$ cat src/rtl/ifetch_prefetch_buffer.sv
// ifetch_prefetch_buffer
// Instruction prefetch buffer between a 1-cycle-latency synchronous
// instruction memory and the CPU fetch stage. A sequential fetch PC runs
// ahead of the core and issues one word read per cycle while credit allows.
// Returned words queue in a small FIFO and are presented with valid/ready.
// A redirect flushes the queue, drops the in-flight word and restarts fetch.
//
// Optional feature: define IFETCH_BYPASS_EN to present a returning word
// directly to fetch when the FIFO is empty (1-cycle fetch latency).
//
// Ports:
//   clk_i, rst_ni         clock, async active-low reset
//   redirect_i            flush and restart at redirect_addr_i (bits [1:0] ignored)
//   mem_en_o, mem_addr_o  read request to instruction memory
//   mem_dout_i            memory data, valid the cycle after mem_en_o
//   instr_valid_o, instr_o, instr_pc_o, instr_ready_i   fetch handshake
//   count_o               FIFO occupancy
module ifetch_prefetch_buffer #(
    parameter int                ADDR_W     = 10,
    parameter int                DATA_W     = 32,
    parameter int                DEPTH      = 4,
    parameter logic [ADDR_W-1:0] RESET_ADDR = '0
) (
    input  logic                         clk_i,
    input  logic                         rst_ni,
    input  logic                         redirect_i,
    input  logic [ADDR_W-1:0]            redirect_addr_i,
    output logic                         mem_en_o,
    output logic [ADDR_W-1:0]            mem_addr_o,
    input  logic [DATA_W-1:0]            mem_dout_i,
    output logic                         instr_valid_o,
    output logic [DATA_W-1:0]            instr_o,
    output logic [ADDR_W-1:0]            instr_pc_o,
    input  logic                         instr_ready_i,
    output logic [$clog2(DEPTH+1)-1:0]   count_o
);

    localparam int CW = $clog2(DEPTH + 1);
    localparam int PW = $clog2(DEPTH);

    logic [ADDR_W-1:0] pf_pc_q;
    logic              inflight_q;
    logic [ADDR_W-1:0] inflight_pc_q;
    logic [DATA_W-1:0] fifo_data [DEPTH];
    logic [ADDR_W-1:0] fifo_pc   [DEPTH];
    logic [PW-1:0]     wr_ptr_q;
    logic [PW-1:0]     rd_ptr_q;
    logic [CW-1:0]     count_q;

    logic              credit_ok;
    logic              issue;
    logic [ADDR_W-1:0] issue_addr;
    logic              fifo_valid;
    logic              bypass;
    logic              push;
    logic              pop;

    // Outstanding words (queued + in flight) must never exceed DEPTH, which
    // guarantees every return has a slot without looking at pops.
    assign credit_ok  = ({1'b0, count_q} + {{CW{1'b0}}, inflight_q}) < (CW+1)'(DEPTH);
    // Gating with rst_ni keeps the request low while reset is asserted.
    assign issue      = rst_ni & (redirect_i | credit_ok);
    assign issue_addr = redirect_i ? {redirect_addr_i[ADDR_W-1:2], 2'b00} : pf_pc_q;

    assign mem_en_o   = issue;
    assign mem_addr_o = issue_addr;

    assign fifo_valid = (count_q != '0) & ~redirect_i;
    assign pop        = fifo_valid & instr_ready_i;

`ifdef IFETCH_BYPASS_EN
    assign bypass        = inflight_q & (count_q == '0) & ~redirect_i;
    assign instr_valid_o = fifo_valid | bypass;
    assign instr_o       = bypass ? mem_dout_i    : fifo_data[rd_ptr_q];
    assign instr_pc_o    = bypass ? inflight_pc_q : fifo_pc[rd_ptr_q];
`else
    assign bypass        = 1'b0;
    assign instr_valid_o = fifo_valid;
    assign instr_o       = fifo_data[rd_ptr_q];
    assign instr_pc_o    = fifo_pc[rd_ptr_q];
`endif

    // A bypassed word that fetch accepts is consumed and never queued.
    assign push    = inflight_q & ~redirect_i & ~(bypass & instr_ready_i);
    assign count_o = count_q;

    always_ff @(posedge clk_i or negedge rst_ni) begin
        if (!rst_ni) begin
            pf_pc_q       <= RESET_ADDR;
            inflight_q    <= 1'b0;
            inflight_pc_q <= '0;
            wr_ptr_q      <= '0;
            rd_ptr_q      <= '0;
            count_q       <= '0;
            for (int i = 0; i < DEPTH; i++) begin
                fifo_data[i] <= '0;
                fifo_pc[i]   <= '0;
            end
        end else begin
            inflight_q <= issue;
            if (issue) begin
                pf_pc_q       <= issue_addr + ADDR_W'(4);
                inflight_pc_q <= issue_addr;
            end
            if (redirect_i) begin
                wr_ptr_q <= '0;
                rd_ptr_q <= '0;
                count_q  <= '0;
            end else begin
                if (push) begin
                    fifo_data[wr_ptr_q] <= mem_dout_i;
                    fifo_pc[wr_ptr_q]   <= inflight_pc_q;
                    wr_ptr_q            <= wr_ptr_q + PW'(1);
                end
                if (pop) begin
                    rd_ptr_q <= rd_ptr_q + PW'(1);
                end
                case ({push, pop})
                    2'b10:   count_q <= count_q + CW'(1);
                    2'b01:   count_q <= count_q - CW'(1);
                    default: count_q <= count_q;
                endcase
            end
        end
    end

endmodule

$ cat config.mk
export PLATFORM = sky130hd
export DESIGN_NAME = ifetch_prefetch_buffer
export DESIGN_NICKNAME = d
export VERILOG_FILES = /design/src/rtl/ifetch_prefetch_buffer.sv
export SDC_FILE = /design/constraint.sdc
export NUM_CORES = 1
export LEC_CHECK = 0
export CORE_MARGIN = 2
export CORE_UTILIZATION = 50
export DETAILED_ROUTE_END_ITERATION = 10
export GPL_TIMING_DRIVEN = 0
export PLACE_DENSITY_LB_ADDON = 0.25
export SYNTH_ARGS = -nofsm -noshare
export SYNTH_HDL_FRONTEND = slang
export SYNTH_SLANG_ARGS = --single-unit
export TNS_END_PERCENT = 1
$ cat constraint.sdc
create_clock -name clk_i -period 2.1 [get_ports clk_i]
set_input_delay 0.525 -clock clk_i [delete_from_list [all_inputs] [get_ports clk_i]]
set_output_delay 0.525 -clock clk_i [all_outputs]
set_load 0.01 [all_outputs]
=== Word level (Yosys, flattened, before mapping) ===
Cells that the tools add are included.

* Output and inout port bits: 57
* Word-level logic and storage cells: 59
* Bits of input ports: 46
* Register bits: 196

* Bitwise logic cells: 8
* Equal/unequal tests: 2
* $add $sub $neg: 6
* Multiplexer cells: 19
* Magnitude comparators: 4
* Reductions and logical operators: 6

{| class="wikitable"
|+ Operators with widths
! kind !! count
|-
| 128-bit bitwise mux || 1
|-
| 32-bit 2-to-1 mux || 3
|-
| 32-bit binary-select mux with 2-bit select || 1
|-
| 32-bit demux with 2-bit select || 1
|-
| 40-bit bitwise mux || 1
|-
| 10-bit 2-to-1 mux || 4
|-
| 10-bit binary-select mux with 2-bit select || 1
|-
| 10-bit demux with 2-bit select || 1
|-
| 10-bit by 3-bit adder with 10-bit output, second input constant || 1
|-
| 2-bit 2-to-1 mux || 4
|-
| 3-bit >= comparator, second input constant || 2
|-
| 2-bit NOT with 3-bit output || 2
|-
| 3-bit case mux with 2 select lines || 1
|-
| 3-bit nonzero test || 2
|-
| 2-bit by 1-bit adder with 2-bit output, second input constant || 2
|-
| 3-bit by 1-bit adder with 4-bit output || 1
|-
| 1-bit AND || 4
|-
| 4-bit by 3-bit less-than comparator with 1-bit output, second input constant || 1
|-
| 2-bit nonzero test || 2
|-
| 3-bit by 1-bit adder with 3-bit output, second input constant || 1
|-
| 3-bit by 1-bit less-than comparator with 1-bit output, second input constant || 1
|-
| 3-bit 2-to-1 mux || 1
|-
| 3-bit by 1-bit subtractor with 3-bit output, second input constant || 1
|-
| 2-bit by 1-bit == test with 1-bit output, second input constant || 1
|-
| other kinds (5) || 5
|}

=== Longest topological paths before layout ===
* Word-level depth: 6
* Mapped depth: 9
* Mapped depth without buffers: 7

=== Worst setup path before layout ===
No wires, ideal clock.

* Kind: register -> register
* From: register count_q[1] (netlist: count_o[1])
* To: register count_q[2] (netlist: count_o[2])
* Library setup time: 0.129 ns
* Arrival time: 1.901 ns
* Stages on the path, launching flop included: 8
* Period minus slack after synthesis: 2.030 ns
* Setup slack: 0.070 ns
* Required time: 1.971 ns
* Buffers on the path: 0
* Path through: dfrtp_1 or3_1 nand3_1 nor2_1 fa_1 inv_1 nor4_1 a2111o_1

* Cells in the longest elaborated chain, start to end: 6
* Elaborated cells between the ends (all ways): 10
* Those cells by class: 2 x add/sub; 2 x eq/ne; 2 x mux; 2 x bitwise; 2 x reduce/logical

{| class="wikitable"
|+ Ends and longest elaborated chain
! element !! line !! text
|-
| start, declared || 48 || <nowiki>logic [CW-1:0] count_q;</nowiki>
|-
| start signal, assigned || 119 || <nowiki>2'b10: count_q <= count_q + CW'(1);</nowiki>
|-
| start signal, assigned || 120 || <nowiki>2'b01: count_q <= count_q - CW'(1);</nowiki>
|-
| start signal, assigned || 121 || <nowiki>default: count_q <= count_q;</nowiki>
|-
| 3-bit nonzero test || 68 || <nowiki>assign fifo_valid = (count_q != '0) & ~redirect_i;</nowiki>
|-
| 1-bit AND || 68 ||
|-
| 1-bit AND || 69 || <nowiki>assign pop = fifo_valid & instr_ready_i;</nowiki>
|-
| 2-bit by 1-bit == test with 1-bit output / 2-bit == test (equally long branches) || 118 || <nowiki>case ({push, pop})</nowiki>
|-
| 3-bit case mux with 2 select lines || 118 ||
|-
| 3-bit 2-to-1 mux || 105 || <nowiki>if (redirect_i) begin</nowiki>
|}

Parallel ways exist; a longest one is shown, timed or not.
A chain may end at the register's enable or synchronous reset.

=== Worst setup path after layout ===
* From: register rd_ptr_q[0]
* To: output instr_o[2]

* Cells in the longest elaborated chain, start to end: 4

{| class="wikitable"
|+ Ends and longest elaborated chain
! element !! line !! text
|-
| start, declared || 47 || <nowiki>logic [PW-1:0] rd_ptr_q;</nowiki>
|-
| start signal, assigned || 116 || <nowiki>rd_ptr_q <= rd_ptr_q + PW'(1);</nowiki>
|-
| 2-bit NOT with 3-bit output (implied by the code) || 79 || <nowiki>assign instr_o = fifo_data[rd_ptr_q];</nowiki>
|-
| 32-bit binary-select mux with 2-bit select || 79 ||
|-
| 32-bit 2-to-1 mux (implied by the code) (2 in series) || 79 ||
|-
| end, declared || 32 || <nowiki>output logic [DATA_W-1:0] instr_o,</nowiki>
|}

Every way passes these cells. The select of a mux whose other input is x is not followed.

==> impl_results.md <==
* Hold buffers post-CTS at 0
* RSZ-0062 raised after global routing: true
* CP Launch Type: register
* Vias in the first global route at 5524
* Synthesized net count at 600
* Synth Area in Simple Gates at 2.62%
* Max-Cap Viols at 0
* GR Util All Layers at a little over a fifth
* Largest net degree at the start of global routing at ~110
* Routed len/inst at 19.5 um
* Number of remaining DRC errors at 0
* Post-Place Cell Area at 9950 um^2
* CTS Buf Count at 17
* Most frequent cells in the layout: dfrtp_1, mux2_2, clkdlybuf4s50_1, mux4_2
* Die ar. at 18300 um^2
* Router iterations before antenna repair at 4
* Vias per std cell at 5.59
* Status: finished, violations left
* Skew-Pair Late Insertion Delay at ~420 ps
* Htree depth at 4
* RePlAce Congestion at 0.748
* Area growth syn-to-layout at 26.5%
* Leading cell type in the layout, fill and taps excluded: dfrtp_1
* Fin. Hold Viols at 0
* Synth cell types at 42
* Die W at 135 um
* PortBufs at 100
* Avg Inst Size Synth at 15.7 um^2
* PwrDens at approximately 1200 nW/um^2
* Final WL at approximately 18000 um
* Max-slew violation count at 0
* Worst Clk Skew at 7.39 ps
* Largest family of logic cells by synthesized area: multiplexers
* TritonCTS clock tree: done
* Pre-CTS setup slack at -926 ps
* Row count at 48
* Setup TNS Final at -10730 ps
* Sequential share of the synthesized area at a little under three fifths
* Post-synthesis xor/xnor area fraction at 0.812%
* Core area at 17100 um^2
* Min cycle time layout at 2440 ps
* CTS clk-pin slew, worst paths at 70 ps
* Hold crit path type: in2async
* Post-layout util at 64.0%
* Layout cells sized above 1 at 51.9%
* Setup WS post-layout at -343 ps
* Synthesized flop and latch total at 194
* CTS Sinks at between 150 and 200
* Starting Density at 50.6%
* Post-synthesis mux area share at 34.7%
* Highest clock rate at 409 MHz
* CP required at 1570 ps
* Kind of critical path: reg2out
* Leakage power at between 4 and 5 nW
* Critical path peak fanout at 6
* Layout Nets at roughly 740
* Die Y at approximately 140 um
* Final ANT Viol Nets at 0
* DR iter-0 viols at between 150 and 200
* DR vias at just over 5000
* Yosys warning count at 0
* Slew margin rel. at around 65%
* VDD IR-drop max at 0.000679 V
* Initial antenna violation count at 0
* Boundary Pins at around 100
* Synth Cell Area at 8630 um^2
* Hpwl dp at 11800 um
* Congestion Overflow GR at 0
* Period utilization at 116%
* Arrival time at the worst endpoint at ~1900 ps
* Adder-Cell Fraction of Synth Area at less than 1%
* Fillcell total at 1282
* N_diodes at 0
* Post-route cell area at 10900 um^2
* CTS Buffer Depth at 2
* Cell count after synthesis at approximately 550
* Total power at between 10 and 15 mW
* Critical Path Sink Type: output pin
* Root Buffer: clkbuf_16
* Compound-Gate Fraction of Synth Area at 2.20%
* First-pass GRT wire length at roughly 29000 um
* Finish-stage setup viols at 42
* Failing checks: setup timing
* Worst slew pin tran at 505 ps
cells in the mapped netlist (all sizes together):
cell type / count / area, um^2
nand3: 4 / 32.5
or4b: 1 / 10.0
a2111o: 1 / 11.3
nor4: 1 / 6.26
a21boi: 2 / 15.0
nor2: 8 / 30.0
mux2i: 6 / 60.1
and3b: 1 / 8.76
nand4: 1 / 6.26
xnor2: 6 / 52.6
inv: 13 / 48.8
o21ai: 12 / 63.8
and3: 1 / 6.26
a31oi: 1 / 6.26
o31ai: 1 / 7.51
nor3: 2 / 10.0
clkbuf: 8 / 30.0
buf: 24 / 136
a21o: 2 / 15.0
mux2: 176 / 1990
xor2: 2 / 17.5
o2111ai: 1 / 8.76
a2111oi: 3 / 32.5
ha: 5 / 62.6
nand3b: 1 / 20.0
or3: 1 / 6.26
dfrtp: 194 / 4850
nand2: 19 / 71.3
fa: 1 / 20.0
o211ai: 2 / 15.0
nor2b: 3 / 18.8
a21oi: 3 / 15.0
mux4: 42 / 946
cell type report:
| type | instances | area, um^2 | area share (%) |
|---|---|---|---|
| multi-input cells | 309 | 3650 | 33.5 |
| repair buffers | 117 | 1230 | 11.3 |
| clock inverters | 9 | 72.6 | 0.665 |
| clock buffers | 23 | 498 | 4.56 |
| flip-flops and latches | 194 | 4860 | 44.5 |
| inverters | 13 | 48.8 | 0.447 |
| plain buffers | 31 | 275 | 2.52 |
| well taps | 225 | 282 | 2.58 |
flip-flops by register name, summed over array words and instances (netlist names):
name,cells
rd_ptr_q,2
inflight_q,1
wr_ptr_q,2
pf_pc_q,10
inflight_pc_q,8
count_o,3
fifo_pc,40
fifo_data,128
per-stage QoR:
step | std cells | hold slack, ps
after floorplan | 548 | 229
after global placement | 873 | 464
after detailed placement | 874 | 474
after CTS | 919 | 47.6
after global routing | 921 | 65.8
final | 921 | 25.6
power by group:
| group | total (mW) | internal (mW) | switching, mW |
|---|---|---|---|
| clock network | 3.07 | 1.69 | 1.38 |
| registers | 5.70 | 5.02 | 0.679 |
| logic | 4.08 | 2.60 | 1.47 |
| total | 12.8 | 9.31 | 3.53 |
kinds of logic after synthesis:
kind of cell / count (synthesis)
xor+xnor: 8
mux: 224
fa+ha+maj: 6
compound gates: 28
flops: 194
buf+inv: 45
simple gates: 43
worst max-delay path: stages, from the launching register on:
cell	delay (ps)
dfrtp_1	400
buf_12	150
buf_12	140
buf_6	120
buf_6	100
mux4_2	450
buf_6	140
per-layer routing:
| metal | global-route usage [%] | vias to the layer above | share of wire (%) |
|---|---|---|---|
| li1 | - | 2288 | - |
| met1 | 28.6 | 2752 | 45 |
| met2 | 34.6 | 92 | 51 |
| met3 | 4.00 | 15 | 3.4 |
| met4 | 6.31 | 0 | 1.3 |
| met5 | 0 | - | 0 |
path summary, 6_finish.rpt:
check / start / end / slack (ps) / cells past startpoint
min in group clk_i: pf_pc_q[9] / pf_pc_q[9] / 480 / 2
max in group asynchronous: rst_ni / fifo_data[57] / 1190 / 2
max reg2reg: count_o[1] / count_o[2] / 50 / 7
min: rst_ni / fifo_data[99] / 30 / 1
min reg2reg: pf_pc_q[9] / pf_pc_q[9] / 480 / 2
max: rd_ptr_q[0] / instr_o[2] / -340 / 6
timing repair:
item | in CTS | in global routing
gates cloned | 4 | 0
pin swaps | 1 | 0
setup buffers | 10 | 2
gates resized for setup | 264 | 26
setup endpoints to repair | 56 | 53
No activity file was read; power rests on OpenSTA's default activity.
